`src/rtl/timer_ctrl_pkg.sv`:
```
// Shared definitions for the microwave countdown timer controller.
// Contents: FSM state encoding (visible on state_o) and the moduli of the
// three countdown digits driven by the controller.
package timer_ctrl_pkg;

    typedef enum logic [2:0] {
        IDLE  = 3'd0,
        LOAD  = 3'd1,
        ARM   = 3'd2,
        COOK  = 3'd3,
        PAUSE = 3'd4,
        DONE  = 3'd5
    } state_e;

    // Digit moduli of the counter chain: sec ones, sec tens, minutes.
    localparam int SEC_ONES_MOD = 10;
    localparam int SEC_TENS_MOD = 6;
    localparam int MIN_MOD      = 10;

endpackage

```
`src/rtl/timer_ctrl_tick.sv`:
```
// tick_gen: prescaler producing a one-cycle tick every TICK_DIV clocks.
// Ports:
//   clk, clrn : clock, asynchronous active-low reset
//   clr       : force the count to 0 (takes priority over hold)
//   hold      : freeze the count, preserving the tick phase
//   tick      : high for one cycle when the count is at TICK_DIV-1
module tick_gen #(
    parameter int TICK_DIV = 1000
) (
    input  logic clk,
    input  logic clrn,
    input  logic clr,
    input  logic hold,
    output logic tick
);

    localparam int               CW      = $clog2(TICK_DIV);
    localparam logic [CW-1:0]    CNT_MAX = CW'(TICK_DIV - 1);

    logic [CW-1:0] cnt_q, cnt_d;

    // NOTE: every signal written here gets a default first, so no path
    // leaves it unassigned and no latch is inferred.
    always_comb begin
        cnt_d = cnt_q;
        tick  = 1'b0;
        if (clr) begin
            cnt_d = '0;
        end else if (!hold) begin
            tick  = (cnt_q == CNT_MAX);
            cnt_d = tick ? '0 : cnt_q + CW'(1);
        end
    end

    // NOTE: sequential state uses non-blocking assignments so every flop
    // samples the pre-edge values of the others.
    always_ff @(posedge clk or negedge clrn) begin
        if (!clrn) cnt_q <= '0;
        else       cnt_q <= cnt_d;
    end

endmodule

```
`src/rtl/timer_ctrl.sv`:
```
// timer_ctrl: sequencing controller for the microwave countdown timer.
// Ports:
//   clk, clrn                     : clock, asynchronous active-low reset
//   key_start, key_stop           : keypad levels (rising edges detected here)
//   door_closed                   : 1 = door closed
//   sec_ones, sec_tens, min_ones  : current digits from the datapath
//   loadn                         : active-low one-cycle load strobe
//   en_sec_ones/en_sec_tens/en_min: per-digit decrement enables (borrow chain)
//   mag_on, done                  : magnetron drive, cooking-finished flag
//   state_o                       : current FSM state
module timer_ctrl
    import timer_ctrl_pkg::*;
#(
    parameter int TICK_DIV  = 1000,
    parameter int DONE_HOLD = 3
) (
    input  logic       clk,
    input  logic       clrn,
    input  logic       key_start,
    input  logic       key_stop,
    input  logic       door_closed,
    input  logic [3:0] sec_ones,
    input  logic [3:0] sec_tens,
    input  logic [3:0] min_ones,
    output logic       loadn,
    output logic       en_sec_ones,
    output logic       en_sec_tens,
    output logic       en_min,
    output logic       mag_on,
    output logic       done,
    output logic [2:0] state_o
);

    localparam int            HW        = $clog2(DONE_HOLD + 1);
    localparam logic [HW-1:0] HOLD_LAST = HW'(DONE_HOLD - 1);

    state_e        state_q, state_d;
    logic          key_start_q, key_stop_q;
    logic [HW-1:0] hold_cnt_q, hold_cnt_d;
    logic          mag_on_q, mag_on_d;
    logic          done_q, done_d;
    logic          start_p, stop_p, all_zero;
    logic          pre_clr, pre_hold, tick;

    assign start_p  = key_start & ~key_start_q;
    assign stop_p   = key_stop  & ~key_stop_q;
    assign all_zero = (sec_ones == 4'd0) & (sec_tens == 4'd0) & (min_ones == 4'd0);

    // Prescaler only advances while cooking or while the done flag is held.
    assign pre_hold = !((state_q == COOK) || (state_q == DONE));

    tick_gen #(.TICK_DIV(TICK_DIV)) u_tick_gen (
        .clk  (clk),
        .clrn (clrn),
        .clr  (pre_clr),
        .hold (pre_hold),
        .tick (tick)
    );

    // State register plus edge-detect, hold counter and registered outputs.
    always_ff @(posedge clk or negedge clrn) begin
        if (!clrn) begin
            state_q     <= IDLE;
            key_start_q <= 1'b0;
            key_stop_q  <= 1'b0;
            hold_cnt_q  <= '0;
            mag_on_q    <= 1'b0;
            done_q      <= 1'b0;
        end else begin
            state_q     <= state_d;
            key_start_q <= key_start;
            key_stop_q  <= key_stop;
            hold_cnt_q  <= hold_cnt_d;
            mag_on_q    <= mag_on_d;
            done_q      <= done_d;
        end
    end

    // Next-state logic. Stop always beats a simultaneous start.
    always_comb begin
        state_d    = state_q;
        pre_clr    = 1'b0;
        hold_cnt_d = '0;
        case (state_q)
            IDLE:  if (start_p && door_closed && !stop_p) state_d = LOAD;
            LOAD:  state_d = ARM;
            ARM: begin
                if (all_zero) begin
                    state_d = IDLE;
                end else begin
                    pre_clr = 1'b1;
                    state_d = COOK;
                end
            end
            COOK: begin
                if (all_zero) begin
                    pre_clr = 1'b1;
                    state_d = DONE;
                end else if (stop_p || !door_closed) begin
                    state_d = PAUSE;
                end
            end
            PAUSE: begin
                if (stop_p)                      state_d = IDLE;
                else if (start_p && door_closed) state_d = COOK;
            end
            DONE: begin
                hold_cnt_d = hold_cnt_q;
                if (start_p || stop_p) begin
                    state_d = IDLE;
                end else if (tick) begin
                    if (hold_cnt_q == HOLD_LAST) state_d = IDLE;
                    else                         hold_cnt_d = hold_cnt_q + HW'(1);
                end
            end
            default: state_d = IDLE;
        endcase
    end

    // Output logic. Enables ripple combinationally so a borrow crosses all
    // digits in the tick cycle; all_zero blocks any decrement at 0:00.
    always_comb begin
        loadn       = (state_q != LOAD);
        en_sec_ones = (state_q == COOK) & tick & ~all_zero;
        en_sec_tens = en_sec_ones & (sec_ones == 4'd0);
        en_min      = en_sec_tens & (sec_tens == 4'd0);
        mag_on_d    = (state_d == COOK);
        done_d      = (state_d == DONE);
    end

    assign mag_on  = mag_on_q;
    assign done    = done_q;
    assign state_o = state_q;

endmodule

```
`config.mk`:
```
export PLATFORM = sky130hd
export DESIGN_NAME = timer_ctrl
export DESIGN_NICKNAME = d
export VERILOG_FILES = /design/src/rtl/timer_ctrl_pkg.sv /design/src/rtl/timer_ctrl_tick.sv /design/src/rtl/timer_ctrl.sv
export SDC_FILE = /design/constraint.sdc
export NUM_CORES = 1
export LEC_CHECK = 0
export BUFFER_PORTS_ARGS = -buffer_cell sky130_fd_sc_hd__buf_2
export CAP_MARGIN = 20
export CELL_PAD_IN_SITES_DETAIL_PLACEMENT = 1
export CELL_PAD_IN_SITES_GLOBAL_PLACEMENT = 2
export CORE_MARGIN = 1.5
export CORE_UTILIZATION = 33
export CTS_BUF_LIST = sky130_fd_sc_hd__clkbuf_2 sky130_fd_sc_hd__clkbuf_4 sky130_fd_sc_hd__clkbuf_8
export DETAILED_ROUTE_END_ITERATION = 6
export GPL_TIMING_DRIVEN = 0
export PLACE_DENSITY = 0.81
export SKIP_CTS_REPAIR_TIMING = 1
export SLEW_MARGIN = 20
export SYNTH_ARGS = -nofsm -noshare
export SYNTH_HDL_FRONTEND = slang
export SYNTH_SLANG_ARGS = --single-unit
```
`constraint.sdc`:
```
create_clock -name clk -period 2.9 [get_ports clk]
set_clock_uncertainty 0.1 [all_clocks]
set_input_delay 0.435 -clock clk [delete_from_list [all_inputs] [get_ports clk]]
set_output_delay 0.435 -clock clk [all_outputs]
set_load 0.02 [all_outputs]
```
# ---- After elaboration in Yosys (flattened, before gate mapping)
# Cells that the tools add are included.
dict set report totals {
  register_bits 19
  latch_bits 0
  ramBits 0
  rom_bits 0
  output_inout_bits 9
  word_cells 68
  n_memories 0
}
dict set report classes {
  add_sub_neg 2
  multipliers 0
  div 0
  n_lt_le_gt_ge 0
  n_eq_ne 13
  shift 0
  mux 22
  n_bitwise 11
  n_reduce_logical 13
}
# cell n
set ops {}
lappend ops {{10-bit two-way mux} 3}
lappend ops {{3-bit two-way mux} 8}
lappend ops {{3-bit case mux with 6 select lines} 1}
lappend ops {{4-bit logical NOT} 3}
lappend ops {{10-bit by 1-bit adder with 10-bit output (second input constant)} 1}
lappend ops {{10-bit == test (second input constant)} 1}
lappend ops {{2-bit two-way mux} 5}
lappend ops {{3-bit by 2-bit == test with 1-bit output (second input constant)} 3}
lappend ops {{3-bit == test (second input constant)} 3}
lappend ops {{1-bit AND} 8}
lappend ops {{2-bit != test (second input constant)} 3}
lappend ops {{1-bit two-way mux} 4}
lappend ops {{3-bit by 1-bit == test with 1-bit output (second input constant)} 1}
lappend ops {{3-bit logical NOT} 1}
lappend ops {{1-bit logical OR} 3}
lappend ops {{3-bit by 1-bit != test with 1-bit output (second input constant)} 1}
lappend ops {{1-bit NOT} 3}
lappend ops {{3-bit AND reduction} 1}
lappend ops {{2-bit by 1-bit adder with 2-bit output (second input constant)} 1}
lappend ops {{2-bit == test (second input constant)} 1}
lappend ops {{1-bit logical AND} 2}
lappend ops {{1-bit logical NOT} 2}
lappend ops {{1-bit case mux with 2 select lines} 1}
lappend ops {{2-bit nonzero test} 1}

# ---- Longest topological paths before layout
dict set report depth {
  word_depth 10
  depth_mapped 6
}

# ---- Cells and area by module
# From an unflattened synthesis, not the netlist that was laid out.
dict set report hier_totals {
  hier_cells 112
  hier_area_um2 1116.1
}
# module n_inst cells_each area_each_um2 seq_area_each_um2
set modules_own_cells {}
lappend modules_own_cells {tick_gen 1 57 570.5 250.2}
lappend modules_own_cells {timer_ctrl 1 55 545.5 225.2}

# ---- Least setup slack after synthesis
# OpenSTA, ideal clock, no wires.
dict set report synth_timing {
  path_type {input to output}
  start {in sec_ones[1]}
  end {out en_min}
  arrival_ps 2048
  required_ps 2365
  slack_ps 317
  path_stages 6
  path_buffers 1
  path_cell_list {or4_4 -> or3_1 -> buf_6 -> nor3b_4 -> nor2b_4 -> and2b_1}
}
dict set report synth_via {
  elab_chain_len 10
}
# item line_no
set synth_lines {}
lappend synth_lines {{from (decl)} timer_ctrl.sv:22} ;# input logic [3:0] sec_ones,
lappend synth_lines {{4-bit logical NOT (*)} timer_ctrl.sv:47} ;# assign all_zero = (sec_ones == 4'd0) & (sec_tens == 4'd0) & (min_ones == 4'd0);
lappend synth_lines {{1-bit AND (*) (2 in a row)} timer_ctrl.sv:47}
lappend synth_lines {{1-bit two-way mux (on tied branches)} {timer_ctrl.sv:96, timer_ctrl.sv:88}}
lappend synth_lines {{1-bit case mux with 2 select lines} timer_ctrl.sv:84} ;# case (state_q)
lappend synth_lines {{1-bit two-way mux} timer_ctrl_tick.sv:27} ;# if (clr) begin
lappend synth_lines {{1-bit AND} timer_ctrl.sv:124} ;# en_sec_ones = (state_q == COOK) & tick & ~all_zero;
lappend synth_lines {{1-bit AND (*)} timer_ctrl.sv:124}
lappend synth_lines {{net en_sec_ones} timer_ctrl.sv:26} ;# output logic en_sec_ones,
lappend synth_lines {{1-bit AND (*)} timer_ctrl.sv:125} ;# en_sec_tens = en_sec_ones & (sec_ones == 4'd0);
lappend synth_lines {{net en_sec_tens} timer_ctrl.sv:27} ;# output logic en_sec_tens,
lappend synth_lines {{1-bit AND (*)} timer_ctrl.sv:126} ;# en_min = en_sec_tens & (sec_tens == 4'd0);
lappend synth_lines {{to (decl)} timer_ctrl.sv:28} ;# output logic en_min,
# The timed path passes the listed nets; every way through them passes the cells marked *.

# ---- Worst setup path after layout
dict set report layout_timing {
  start {reg u_tick_gen.cnt_q[3]}
  end {out en_min}
}
dict set report layout_via {
  elab_chain_len 7
}
# item line_no
set layout_lines {}
lappend layout_lines {{from (decl)} timer_ctrl_tick.sv:20} ;# logic [CW-1:0] cnt_q, cnt_d;
lappend layout_lines {{from (signal assigned)} timer_ctrl_tick.sv:39} ;# else cnt_q <= cnt_d;
lappend layout_lines {{10-bit == test} timer_ctrl_tick.sv:30} ;# tick = (cnt_q == CNT_MAX);
lappend layout_lines {{1-bit two-way mux} timer_ctrl_tick.sv:29} ;# end else if (!hold) begin
lappend layout_lines {{1-bit two-way mux} timer_ctrl_tick.sv:27}
lappend layout_lines {{1-bit AND (2 in a row)} timer_ctrl.sv:124}
lappend layout_lines {{1-bit AND} timer_ctrl.sv:125}
lappend layout_lines {{1-bit AND} timer_ctrl.sv:126}
# No other way between the ends.

==> run_results.csv <==
group,metric,value,unit
run_status,status,"finished clean",
critical_path,crit_type,"flop to primary output",
critical_path,startpoint_type,"flop",
placed_design,pre_cts_slack,164,ps
detailed_routing,ant_nets,0,
timing,finalCriticalPeriod,2780,ps
yosys,synth_top_area_share,42.5,%
detailed_routing,drt_iter0_drc,31,
critical_path,startpoint,"u_tick_gen.cnt_q[3]$_DFFE_PN0P_",
final_layout,syn2layout_area_growth,20.1,%
critical_path,path_max_fanout,4,
clock_network,cts_buffers,3,
detailed_routing,drt_wl_total,2.62,mm
power,p_switching,0.363,mW
yosys,ys_seq_area_share,42.5,%
critical_path,required,2370,ps
timing,fin_setup_tns,0,ps
detailed_routing,wl_met1,1.12,mm
floorplan,die_h,61.2,µm
clock_network,clkLatencyLatePin,290,ps
timing,finalHoldViolCount,0,
detailed_routing,dr_wl_met3,88,µm
placed_design,place_congestion,0.799,
power,p_leak,0.566,nW
yosys,synth_top_cells_by_area,"dfrtp_1 43%, xnor2_1 7.0%, nand2_1 4.0%",
power,clkPwrFrac,16.0,%
yosys,ys_types,40,
yosys,synthArstFlopShare,100,%
detailed_routing,num_vias,976,
final_layout,num_antenna_cells,0,
grt,grt_start_max_net_pins,20,
floorplan,io_pins,26,
worst_hold_path,min_from,"key_start",
floorplan,core_area,3130,µm²
floorplan,dieArea,3750,µm²
timing,fin_ws,122,ps
clock_network,path_clk_slew,110,ps
final_layout,drive_gt1_share,27.4,%
yosys,synthFlopType,"dfrtp_1",
floorplan,start_util,35.8,%
clock_network,cts_tree,"built",
yosys,ys_warn_count,0,
yosys,synth_top_area_cell,"dfrtp_1",
job,drv_cap,0,
critical_path,arrival,2240,ps
worst_hold_path,hold_class,"primary input to flop",
floorplan,die_w,61.2,µm
clock_network,cts_root_buf,"clkbuf_4",
detailed_routing,wl_met2,1.40,mm
grt,globalRouteTotalUtil,16.1,%
grt,grt_pass1_wl,4.50,mm
power,ir_drop,0.292,mV
yosys,syn_area_per_cell,9.64,µm²
detailed_routing,highest_layer,"met4",
floorplan,rows,20,
final_layout,final_nets,166,
detailed_routing,wl_per_cell,13.8,µm
power,intPower,0.488,mW
clock_network,cts_buffer_depth,2,
detailed_routing,first_pass_iters,4,
clock_network,clock_sinks,19,
power,p_seq_share,42.4,%
timing,setup_viol,0,
yosys,synthesis.nets,135,
power,p_sw_share,42.7,%
placed_design,portBuffers,25,
placed_design,placed_cell_area,1300,µm²
yosys,synth_seq_cells,19,
timing,period_share,95.8,%
timing,max_slew.worst_pin.slew,636,ps
timing,rsz0062_at_grt,"no",
final_layout,fin_area,1340,µm²
timing,finalMaxSlewViolations,0,
grt,antenna_found_initial,0,
yosys,synth-edff-count,0,
grt,grt_pass1_vias,1022,
yosys,postSynthCellCount,116,
critical_path,end_kind,"primary output",
clock_network,htree_num_levels,1,
detailed_routing,viasPerCell,5.14,
yosys,netlist_area,1120,µm²
grt,grt_remaining_overflow,0,
timing,slew_headroom,57.6,%
timing,holdWs,148,ps
placed_design,hpwlAfterDp,2.05,mm
power,powerDensity,634,nW/µm²
yosys,synth.most_common_cell,"dfrtp_1",
timing,fmax,360,MHz
critical_path,r2r-start,"state_o[1]$_DFF_PN0_",
detailed_routing,drc,0,
yosys,yosys-top-cells-count,"19 x dfrtp_1, 12 x nand2_1, 10 x nor2_1",
power,p_comb_share,41.5,%
## state kept, by name, indices dropped and copies added, names as in the netlist
register,count
hold_cnt_q,2
done,1
state_o,3
key_start_q,1
u_tick_gen.cnt_q,10
mag_on,1
key_stop_q,1
## cells by family (layout without fill, tap and decap cells)
kind of cell	after synthesis	in the layout	share of synthesized area (%)
AOI/OAI and AO/OA	17	17	10.5
xor gates and xnor gates	9	9	7.05
adders and majority gates	2	2	2.24
buffers and inverters	4	34	2.01
DFF	19	19	42.5
and+or+nand+nor	65	65	35.7
## layout make-up
cell class                      instances  area (µm²)
Buffer                                  2        15.0
Clock buffer                            3        22.5
Clock inverter                          1        5.00
Fill cell                             387        1780
Inverter                                2        7.51
Multi-Input combinational cell         93         628
Sequential cell                        19         475
Tap cell                               44        55.1
Timing Repair Buffer                   26         135
## final timing paths
kind                                                   end  slack [ps]  cells after the start
max                                                 en_min         120                      6
min                                  key_start_q$_DFF_PN0_         150                      1
max reg2reg                u_tick_gen.cnt_q[8]$_DFFE_PN0P_         740                      5
min reg2reg                u_tick_gen.cnt_q[0]$_DFFE_PN0P_         440                      1
max in group asynchronous  u_tick_gen.cnt_q[2]$_DFFE_PN0P_        1880                      2
min in group asynchronous             state_o[2]$_DFF_PN0_         520                      2
## power by group through the flow
stage	Clock (mW)	Combinational (mW)	Sequential, mW
floorplan	0	0.217	0.388
global placement	0	0.348	0.365
detailed placement	0	0.357	0.368
CTS	0.145	0.359	0.362
global route	0.154	0.404	0.370
finish	0.137	0.354	0.361
## routing by layer
layer | track usage [%] | vias up
met5 | 0 | -
li1 | - | 476
met1 | 18.3 | 485
met4 | 5.90 | 0
met2 | 30.2 | 13
met3 | 2.10 | 2
## per-stage QoR
step	power, mW	instances	utilization (%)
after floorplan	0.604	116	-
after global placement	0.713	185	41.5
after detailed placement	0.725	185	41.5
after CTS	0.866	189	42.4
after global routing	0.927	190	43.0
final	0.851	190	43.0
## critical path: stages, from the launching register on
cell and delay, ps:
dfrtp_1 440, or3b_4 420, or3_4 430, nor3b_4 220, nor2b_4 160, and2b_1 120, buf_2 150
## placed cells by master (no fill, tap or decap), types with 2 or more instances in the layout
cell type,netlist,routed
dfrtp_1,19,19
xnor2_1,9,9
clkbuf_4,0,3
or4_4,2,2
nand3_1,7,6
nor3b_1,2,2
a21oi_1,3,3
and2b_1,3,3
nor3_1,6,6
nand2b_1,4,4
or3_1,2,2
nor2_1,10,10
nor2b_1,3,3
buf_2,0,25
ha_1,2,2
or4_1,2,2
o21ai_0,5,5
inv_1,2,2
nand2_1,12,12
Note: power is estimated with default switching activity, not from simulation.
